===== src/rtl/pb_fb_scan_fetch_if.sv =====
// Burst-read command and return-data bus between the scan-out fetch engine
// and the SDRAM controller.
interface pb_fb_scan_fetch_if #(
  parameter int ADDR_BITS = 24,
  parameter int DATA_BITS = 16
);
  logic                 sdr_cmd_bst_rd_req;
  logic [ADDR_BITS-1:0] sdr_cmd_addr;
  logic                 sdr_cmd_bst_rd_ack;
  logic [DATA_BITS-1:0] sdr_dout;
  logic                 sdr_r_vld;

  modport master (
    output sdr_cmd_bst_rd_req,
    output sdr_cmd_addr,
    input  sdr_cmd_bst_rd_ack,
    input  sdr_dout,
    input  sdr_r_vld
  );

  modport slave (
    input  sdr_cmd_bst_rd_req,
    input  sdr_cmd_addr,
    output sdr_cmd_bst_rd_ack,
    output sdr_dout,
    output sdr_r_vld
  );
endinterface


===== src/rtl/pb_fb_scan_fetch.sv =====
// Framebuffer scan-out fetch: linear burst reads of one frame into a
// credit-gated show-ahead FIFO drained one pixel per pop.
module pb_fb_scan_fetch #(
  parameter int ADDR_BITS   = 24,
  parameter int DATA_BITS   = 16,
  parameter int BURST_WORDS = 32,
  parameter int FIFO_AW     = 7,
  parameter int FB_BASE     = 0,
  parameter int FRAME_WORDS = 307200
) (
  input  logic                  sdr_clk,
  input  logic                  sdr_rst,
  input  logic                  frame_start,
  pb_fb_scan_fetch_if.master    sdr,
  input  logic                  pix_rd,
  output logic [DATA_BITS-1:0]  pix_dout,
  output logic                  pix_vld,
  output logic                  underrun,
  output logic                  frame_done
);

  localparam int DEPTH = 1 << FIFO_AW;
  localparam int OFF_W = $clog2(FRAME_WORDS + 1);
  localparam int CNT_W = $clog2(BURST_WORDS + 1);
  localparam logic [ADDR_BITS-1:0] BASE_A = ADDR_BITS'(FB_BASE);

  typedef enum logic [1:0] {S_IDLE, S_REQ, S_RECV, S_WAIT} state_t;

  state_t             state_q, state_d;
  logic [CNT_W-1:0]   cnt_q, cnt_d;
  logic [OFF_W-1:0]   offset_q, offset_d;
  logic               discard_q, discard_d;
  logic               done_q, done_d;
  logic               under_q, under_d;
  logic [FIFO_AW:0]   wr_q, wr_d;
  logic [FIFO_AW:0]   rd_q, rd_d;

  logic [DATA_BITS-1:0] mem [DEPTH];
  logic [FIFO_AW:0]     level;
  logic                 push, pop;
  logic                 credit_ok;
  int                   outstanding;

  assign level     = wr_q - rd_q;
  assign pix_vld   = (level != '0);
  assign pix_dout  = mem[rd_q[FIFO_AW-1:0]];
  assign underrun  = under_q;
  assign frame_done = done_q;

  assign sdr.sdr_cmd_bst_rd_req = (state_q == S_REQ);
  assign sdr.sdr_cmd_addr       = BASE_A + ADDR_BITS'(offset_q);

  // Words still owed by the controller count against FIFO space.
  always_comb begin
    outstanding = 0;
    if ((state_q == S_REQ || state_q == S_RECV) && !discard_q)
      outstanding = BURST_WORDS - int'(cnt_q);
    credit_ok = (int'(level) + outstanding + BURST_WORDS) <= DEPTH;
  end

  always_comb begin
    state_d   = state_q;
    cnt_d     = cnt_q;
    offset_d  = offset_q;
    discard_d = discard_q;
    done_d    = done_q;
    under_d   = under_q;
    wr_d      = wr_q;
    rd_d      = rd_q;
    push      = 1'b0;
    pop       = 1'b0;

    case (state_q)
      S_IDLE: begin
        if (!done_q && credit_ok) begin
          state_d = S_REQ;
          cnt_d   = '0;
        end
      end
      S_REQ: begin
        if (sdr.sdr_cmd_bst_rd_ack) state_d = S_RECV;
      end
      S_RECV: begin
        if (sdr.sdr_r_vld) begin
          cnt_d = cnt_q + CNT_W'(1);
          push  = !discard_q;
          if (cnt_q == CNT_W'(BURST_WORDS - 1)) state_d = S_WAIT;
        end
      end
      S_WAIT: begin
        if (!sdr.sdr_cmd_bst_rd_ack) begin
          state_d = S_IDLE;
          if (discard_q) begin
            discard_d = 1'b0;
          end else begin
            offset_d = offset_q + OFF_W'(BURST_WORDS);
            if (offset_d == OFF_W'(FRAME_WORDS)) done_d = 1'b1;
          end
        end
      end
      default: state_d = S_IDLE;
    endcase

    pop = pix_rd && pix_vld;
    if (pix_rd && !pix_vld) under_d = 1'b1;
    if (push) wr_d = wr_q + 1'b1;
    if (pop)  rd_d = rd_q + 1'b1;

    // A restart flushes at once; a burst already accepted is drained unpushed.
    if (frame_start) begin
      push     = 1'b0;
      pop      = 1'b0;
      wr_d     = '0;
      rd_d     = '0;
      offset_d = '0;
      done_d   = 1'b0;
      under_d  = 1'b0;
      if (state_q == S_IDLE || (state_q == S_REQ && !sdr.sdr_cmd_bst_rd_ack) ||
          (state_q == S_WAIT && !sdr.sdr_cmd_bst_rd_ack)) begin
        state_d   = S_IDLE;
        discard_d = 1'b0;
      end else begin
        discard_d = 1'b1;
      end
    end
  end

  always_ff @(posedge sdr_clk or posedge sdr_rst) begin
    if (sdr_rst) begin
      state_q   <= S_IDLE;
      cnt_q     <= '0;
      offset_q  <= '0;
      discard_q <= 1'b0;
      done_q    <= 1'b1;
      under_q   <= 1'b0;
      wr_q      <= '0;
      rd_q      <= '0;
    end else begin
      state_q   <= state_d;
      cnt_q     <= cnt_d;
      offset_q  <= offset_d;
      discard_q <= discard_d;
      done_q    <= done_d;
      under_q   <= under_d;
      wr_q      <= wr_d;
      rd_q      <= rd_d;
    end
  end

  always_ff @(posedge sdr_clk) begin
    if (push) mem[wr_q[FIFO_AW-1:0]] <= sdr.sdr_dout;
  end

endmodule

===== src/flat_wrapper.sv =====
// flat-port wrapper written by rule: the top's interface ports become plain ports
module pb_fb_scan_fetch_flat 
#(
  parameter int ADDR_BITS   = 24,
  parameter int DATA_BITS   = 16,
  parameter int BURST_WORDS = 32,
  parameter int FIFO_AW     = 7,
  parameter int FB_BASE     = 0,
  parameter int FRAME_WORDS = 307200
)
  (sdr_clk, sdr_rst, frame_start, pix_rd, pix_dout, pix_vld, underrun, frame_done, sdr_sdr_cmd_bst_rd_req, sdr_sdr_cmd_addr, sdr_sdr_cmd_bst_rd_ack, sdr_sdr_dout, sdr_sdr_r_vld);
  pb_fb_scan_fetch_if #(.ADDR_BITS(ADDR_BITS), .DATA_BITS(DATA_BITS)) sdr_i ();
  input  logic sdr_clk;
  input  logic sdr_rst;
  input  logic frame_start;
  input  logic pix_rd;
  output logic [DATA_BITS-1:0] pix_dout;
  output logic pix_vld;
  output logic underrun;
  output logic frame_done;
  output wire logic [$bits(sdr_i.sdr_cmd_bst_rd_req)-1:0] sdr_sdr_cmd_bst_rd_req;
  output wire logic [$bits(sdr_i.sdr_cmd_addr)-1:0] sdr_sdr_cmd_addr;
  input wire logic [$bits(sdr_i.sdr_cmd_bst_rd_ack)-1:0] sdr_sdr_cmd_bst_rd_ack;
  input wire logic [$bits(sdr_i.sdr_dout)-1:0] sdr_sdr_dout;
  input wire logic [$bits(sdr_i.sdr_r_vld)-1:0] sdr_sdr_r_vld;
  assign sdr_sdr_cmd_bst_rd_req = sdr_i.sdr_cmd_bst_rd_req;
  assign sdr_sdr_cmd_addr = sdr_i.sdr_cmd_addr;
  assign sdr_i.sdr_cmd_bst_rd_ack = sdr_sdr_cmd_bst_rd_ack;
  assign sdr_i.sdr_dout = sdr_sdr_dout;
  assign sdr_i.sdr_r_vld = sdr_sdr_r_vld;
  pb_fb_scan_fetch #(.ADDR_BITS(ADDR_BITS), .DATA_BITS(DATA_BITS), .BURST_WORDS(BURST_WORDS), .FIFO_AW(FIFO_AW), .FB_BASE(FB_BASE), .FRAME_WORDS(FRAME_WORDS)) u_core (.sdr_clk(sdr_clk), .sdr_rst(sdr_rst), .frame_start(frame_start), .sdr(sdr_i), .pix_rd(pix_rd), .pix_dout(pix_dout), .pix_vld(pix_vld), .underrun(underrun), .frame_done(frame_done));
endmodule

===== config.mk =====
export PLATFORM = sky130hd
export DESIGN_NAME = pb_fb_scan_fetch_flat
export DESIGN_NICKNAME = d
export VERILOG_FILES = /design/src/rtl/pb_fb_scan_fetch_if.sv /design/src/rtl/pb_fb_scan_fetch.sv /design/src/flat_wrapper.sv
export SDC_FILE = /design/constraint.sdc
export NUM_CORES = 2
export LEC_CHECK = 0
export CAP_MARGIN = 20
export CORE_UTILIZATION = 40
export DETAILED_ROUTE_END_ITERATION = 7
export SLEW_MARGIN = 20
export SYNTH_ARGS = -nofsm -noshare
export SYNTH_HDL_FRONTEND = slang
export SYNTH_SLANG_ARGS = --single-unit

===== constraint.sdc =====
create_clock -name sdr_clk -period 8.15 [get_ports sdr_clk]
set_clock_uncertainty 0.2 [all_clocks]
set_input_delay 1.63 -clock sdr_clk [delete_from_list [all_inputs] [get_ports sdr_clk]]
set_output_delay 1.63 -clock sdr_clk [all_outputs]
set_load 0.03 [all_outputs]

After elaboration in Yosys (flattened, before gate mapping)
Memories as Yosys holds them, arrays and structs flattened.
Index checks and enable logic that the tools add are counted.
{"block": "totals", "register_bits": 46, "ramBits": 2048, "wordCells": 88, "memories": 1}
{"block": "classes", "add_sub_neg": 8, "order_cmp": 1, "n_eq_ne": 9, "muxes": 36, "reduce_logical": 25}
{"memory": "u_core.mem", "words": 128, "width": 16, "rd": 1, "rd_ports_with_merged_regs": 0, "wr": 1, "line_no": "pb_fb_scan_fetch.sv:38", "source": "logic [DATA_BITS-1:0] mem [DEPTH];"}
{"cell": "$mux 19", "count": 4}
{"cell": "$add 32x7->32 const B", "count": 1}
{"cell": "$add 9x32->32", "count": 1}
{"cell": "$le 32x9->1 const B", "count": 1}
{"cell": "$mux 32", "count": 1}
{"cell": "$mux 8", "count": 4}
{"cell": "$add 19x6->19 const B", "count": 1}
{"cell": "$eq 19x19->1 const B", "count": 1}
{"cell": "$add 8x1->8 const B", "count": 2}
{"cell": "$mux 1", "count": 16}
{"cell": "$mux 2", "count": 7}
{"cell": "$mux 6", "count": 2}
{"cell": "$pmux 6 s2", "count": 1}
{"cell": "$reduce_bool 2->1", "count": 6}
{"cell": "$pmux 2 s4", "count": 1}
{"cell": "$reduce_bool 8->1", "count": 1}
{"cell": "$sub 8x8->8", "count": 1}
{"cell": "$sub 6x6->7 const A", "count": 1}
{"cell": "$add 6x1->6 const B", "count": 1}
{"cell": "$eq 6x5->1 const B", "count": 1}
{"cell": "$logic_and 1x1->1", "count": 6}
{"cell": "$ne 2x2->1 const B", "count": 3}
{"cell": "$reduce_and 3->1", "count": 2}
{"cell": "$eq 2x2->1 const B", "count": 2}
{"cell": "other kinds (7)", "count": 12}

Depth between registers and ports, before layout
{"block": "logic_depth", "depth_word": 12, "ltp_mapped": 25, "depth_no_buf": 21}

Worst setup path after synthesis
Ideal clock, no wire load.
{"block": "synth_timing", "kind": "flip-flop to flip-flop", "from": "reg u_core.rd_q[4]", "to": "reg u_core.cnt_q[5]", "setup_ps": 77, "arrival_time_ps": 5616, "t_required_ps": 7873, "path_slack_ps": 2256, "path_stages_with_launch": 25, "path_buffers": 4, "period_less_slack_ps": 5894, "cell_sequence": "dfrtp_1 clkinv_1 buf_2 clkbuf_1 clkbuf_1 clkbuf_1 ha_1 o2111ai_1 nand4_1 o211ai_1 xnor2_1 inv_1 ha_1 ha_1 a21oi_1 a21oi_1 a21oi_1 nand2b_1 ha_1 nor4b_1 nand4_1 a21oi_2 a221oi_2 or4_1 a21oi_1"}
{"block": "synth_between", "elab_chain_len": 7}
{"element": "start: declaration", "line_no": "pb_fb_scan_fetch.sv:36", "source": "logic [FIFO_AW:0] rd_q, rd_d;"}
{"element": "start signal: assignment", "line_no": "pb_fb_scan_fetch.sv:146", "source": "rd_q <= rd_d;"}
{"element": "$sub 8x8->8", "line_no": "pb_fb_scan_fetch.sv:44", "source": "assign level = wr_q - rd_q;"}
{"element": "$add 9x32->32", "line_no": "pb_fb_scan_fetch.sv:58", "source": "credit_ok = (int'(level) + outstanding + BURST_WORDS) <= DEPTH;"}
{"element": "$add 32x7->32", "line_no": "pb_fb_scan_fetch.sv:58"}
{"element": "$le 32x9->1", "line_no": "pb_fb_scan_fetch.sv:58"}
{"element": "$logic_and 1x1->1", "line_no": "pb_fb_scan_fetch.sv:75", "source": "if (!done_q && credit_ok) begin"}
{"element": "$ne 2x1->1 (no source line)"}
{"element": "$reduce_and 3->1 (no source line)"}
{"element": "end signal: assignment", "line_no": "pb_fb_scan_fetch.sv:140", "source": "cnt_q <= cnt_d;"}
{"element": "end: declaration", "line_no": "pb_fb_scan_fetch.sv:30", "source": "logic [CNT_W-1:0] cnt_q, cnt_d;"}
No other way between the ends.
A chain may end at the register's enable or synchronous reset.

Final worst setup path
{"block": "layout_timing", "from": "reg u_core.rd_q[6]", "to": "out pix_vld"}
{"block": "layout_between", "elab_chain_len": 2}
{"element": "$sub 8x8->8", "line_no": "pb_fb_scan_fetch.sv:44"}
{"element": "$reduce_bool 8->1", "line_no": "pb_fb_scan_fetch.sv:45", "source": "assign pix_vld = (level != '0);"}
{"element": "end: declaration", "line_no": "flat_wrapper.sv:18", "source": "output logic pix_vld;"}
No other way between the ends.

==> results.tsv <==
stage	metric	value	unit
status	status	finished clean	
routing	drtAntennaViolNets	0	
grt	grt_first_pass_wirelength	283000	um
grt	grt_max_degree	105	
placement	port-buffer-count	55	
critical_path	critPathSlowestCell	clkinv_2	
synthesis	yosys_register_bits	2089	
critical_path	cp_cell_sequence	clkinv_2 > ha_1 > nor2b_1 > a221oi_1 > o311ai_1 > nor3b_1 > and2_1 > buf_4 > inv_1 > clkdlybuf4s50_1	
final_layout	layout_commonest_cell	edfxtp_1	
critical_path	slowest_delay	780	ps
routing	drt-met1-wl	81900	um
cts	cts.htree.levels	4	
cts	max-clock-path-buffers	3	
critical_path	worstPathRequired	6320	ps
grt	grt_pass1_vias	38200	
synthesis	netlist_area	81700	sq um
sta	fin_crit	7090	ps
power	power.density	256	nW/um^2
synthesis	async_reset_ff_frac	0.0196	
critical_path	end_kind	output pin	
critical_path	crit_fanout	28	
synthesis	synth_top_area_frac	0.752	
routing	drt_pass1_iterations	6	
routing	remaining_drc_errors	0	
critical_path	start_kind	flip-flop	
synthesis	yosysWarnings	0	
grt	antenna_found_initial	8	
run	drv_cap	0	
sta	rsz0062_at_grt	no	
final_layout	layout.nets	3852	
die	core_area	203000	sq um
die	die_x	454	um
sta	post-route-period-util	0.870	
placement	globalplace.congestion	0.778	
synthesis	synth.area.top_cells	edfxtp_1 (75%), mux4_2 (18%), dfrtp_1 (1.2%)	
sta	setup_viol	0	
sta	setup_ws	1060	ps
final_layout	areaGrowthSynthToFinish	14.0	%
cts	hold_buffers	0	
die	rows	165	
routing	dr_wl_met3	14600	um
cts	ctsResizeCount	0	
routing	vias	37700	
sta	slew_headroom	0.226	
power	ir_drop	181	uV
synthesis	syn_avg_cell_area	23.2	sq um
final_layout	final_cell_mix	edfxtp_1 (2,048), mux4_2 (660), clkbuf_16 (211)	
cts	cts_tree	yes	
routing	top_layer	met4	
die	start_util	0.404	
sta	worst_pin_slew	1160	ps
routing	wl_met2	96600	um
placement	hpwl	113000	um
synthesis	yosys.area.top_type	edfxtp_1	
sta	final.setup.tns	0	ps
critical_path	path_class	flip-flop to output pin	
cts	cts_setup_buffers	0	
power	power.leakage	28.6	nW
final_layout	fillers	16500	
sta	fmax	0.141	GHz
cts	clock_latency	830	ps
sta	slew_viol_final	0	
critical_path	r2r_slack	1730	ps
synthesis	yosysUniqueCellTypes	61	
grt	track_usage	0.194	
critical_path	crit_arrival	5260	ps
synthesis	synth_edf_count	2048	
sta	hold_viol_final	0	
final_layout	drive_gt1_frac	0.310	
cts	cts_buffers	204	
die	dieArea	206000	sq um
cts	cts.sinks	2089	
worst_hold_path	min-delay-path-class	flip-flop to flip-flop	
die	die_h	454	um
cts	cts_root_buf	clkbuf_16	
placement	place_worst_setup_slack	1700	ps
sta	hold_slack	374	ps
grt	overflow	0	
routing	drt_iter0_markers	4237	
synthesis	synth_cells	3524	
synthesis	synth_flop_cell	edfxtp_1	
routing	via_per_inst	5.69	
routing	wl	198000	um
cts	clkSlewWorstSetupHoldPaths	60	ps
die	io_pins	66	
synthesis	seq_area_frac_synth	0.765	
final_layout	final_util	0.460	
routing	post_drt_wl_per_cell	29.8	um
==> routing by layer <==
metal  up-vias  track usage
met1     20600        0.269
met4         0       0.0533
met3       246       0.0396
met5         -            0
met2      1300        0.313
li1      15600            -
==> registers in the layout (all words and copies together), names as in the netlist <==
signal,count
u_core.cnt_q,6
u_core.discard_q,1
u_core.frame_done,1
u_core.mem,2048
u_core.offset_q,14
u_core.rd_q,8
u_core.state_q,2
u_core.underrun,1
u_core.wr_q,8
==> synth_stat cells, types with 16 or more instances <==
cell / instances
clkbuf_1: 112
dfrtp_1: 40
nand3_1: 38
edfxtp_1: 2048
o21ai_0: 16
xor2_1: 20
buf_1: 31
buf_2: 30
mux4_2: 660
nor3_1: 58
ha_1: 43
inv_1: 26
nor2_1: 122
buf_4: 16
nand2_1: 71
a21oi_1: 29
==> power by group <==
group / internal (mW) / total, mW / switching, mW
sequential: 11.8 / 11.9 / 0.0601
clock: 5.28 / 9.24 / 3.96
combinational: 1.29 / 2.73 / 1.43
total: 18.4 / 23.8 / 5.46
==> cell type report <==
cell class	count	area [sq um]	area share
Antenna cell	4	10.0	0.000107
Clock buffer	257	5450	0.0585
Clock inverter	112	1040	0.0112
Inverter	30	121	0.00130
Multi-Input combinational cell	1222	18600	0.200
Sequential cell	2089	62500	0.671
Tap cell	2672	3340	0.0359
Timing Repair Buffer	238	2110	0.0227
==> critical path, delay by kind of cell, from the launching register on <==
| kind | cells | cell delay [ps] |
|---|---|---|
| buffers and inverters | 4 | 1740 |
| AND/OR/NAND/NOR | 3 | 910 |
| adder cells (fa/ha/maj) | 1 | 690 |
| flip-flops | 1 | 570 |
| AO/OA/AOI/OAI | 2 | 500 |
==> through the flow <==
stage	std cells	instance area (sq um)	total power, mW
finish	6624	93200	23.8
floorplan	3533	81800	13.9
global placement	6251	86700	14.8
global route	6621	93200	24.6
detailed placement	6251	86700	14.9
CTS	6620	93200	24.1
==> final timing paths <==
path | from | endpoint | depth (start not counted)
max reg2reg | u_core.rd_q[3] | u_core.cnt_q[5] | 20
min | u_core.frame_done | u_core.frame_done | 2
min in group asynchronous | sdr_rst | u_core.offset_q[12] | 3
max in group asynchronous | sdr_rst | u_core.rd_q[1] | 3
min reg2reg | u_core.frame_done | u_core.frame_done | 2
max | u_core.rd_q[6] | pix_vld | 10
==> logic make-up (layout without fill, tap and decap cells) <==
group / Yosys count / in the layout / share of synthesized area
fa+ha+maj: 45 / 45 / 0.00707
other cells: 1 / 14 / 0.0000459
mux: 686 / 686 / 0.185
compound gates: 84 / 84 / 0.00675
simple gates: 362 / 362 / 0.0207
buf+inv: 222 / 637 / 0.0117
flops: 2089 / 2089 / 0.765
xor+xnor: 35 / 35 / 0.00375
(Power assumes the default switching activity.)
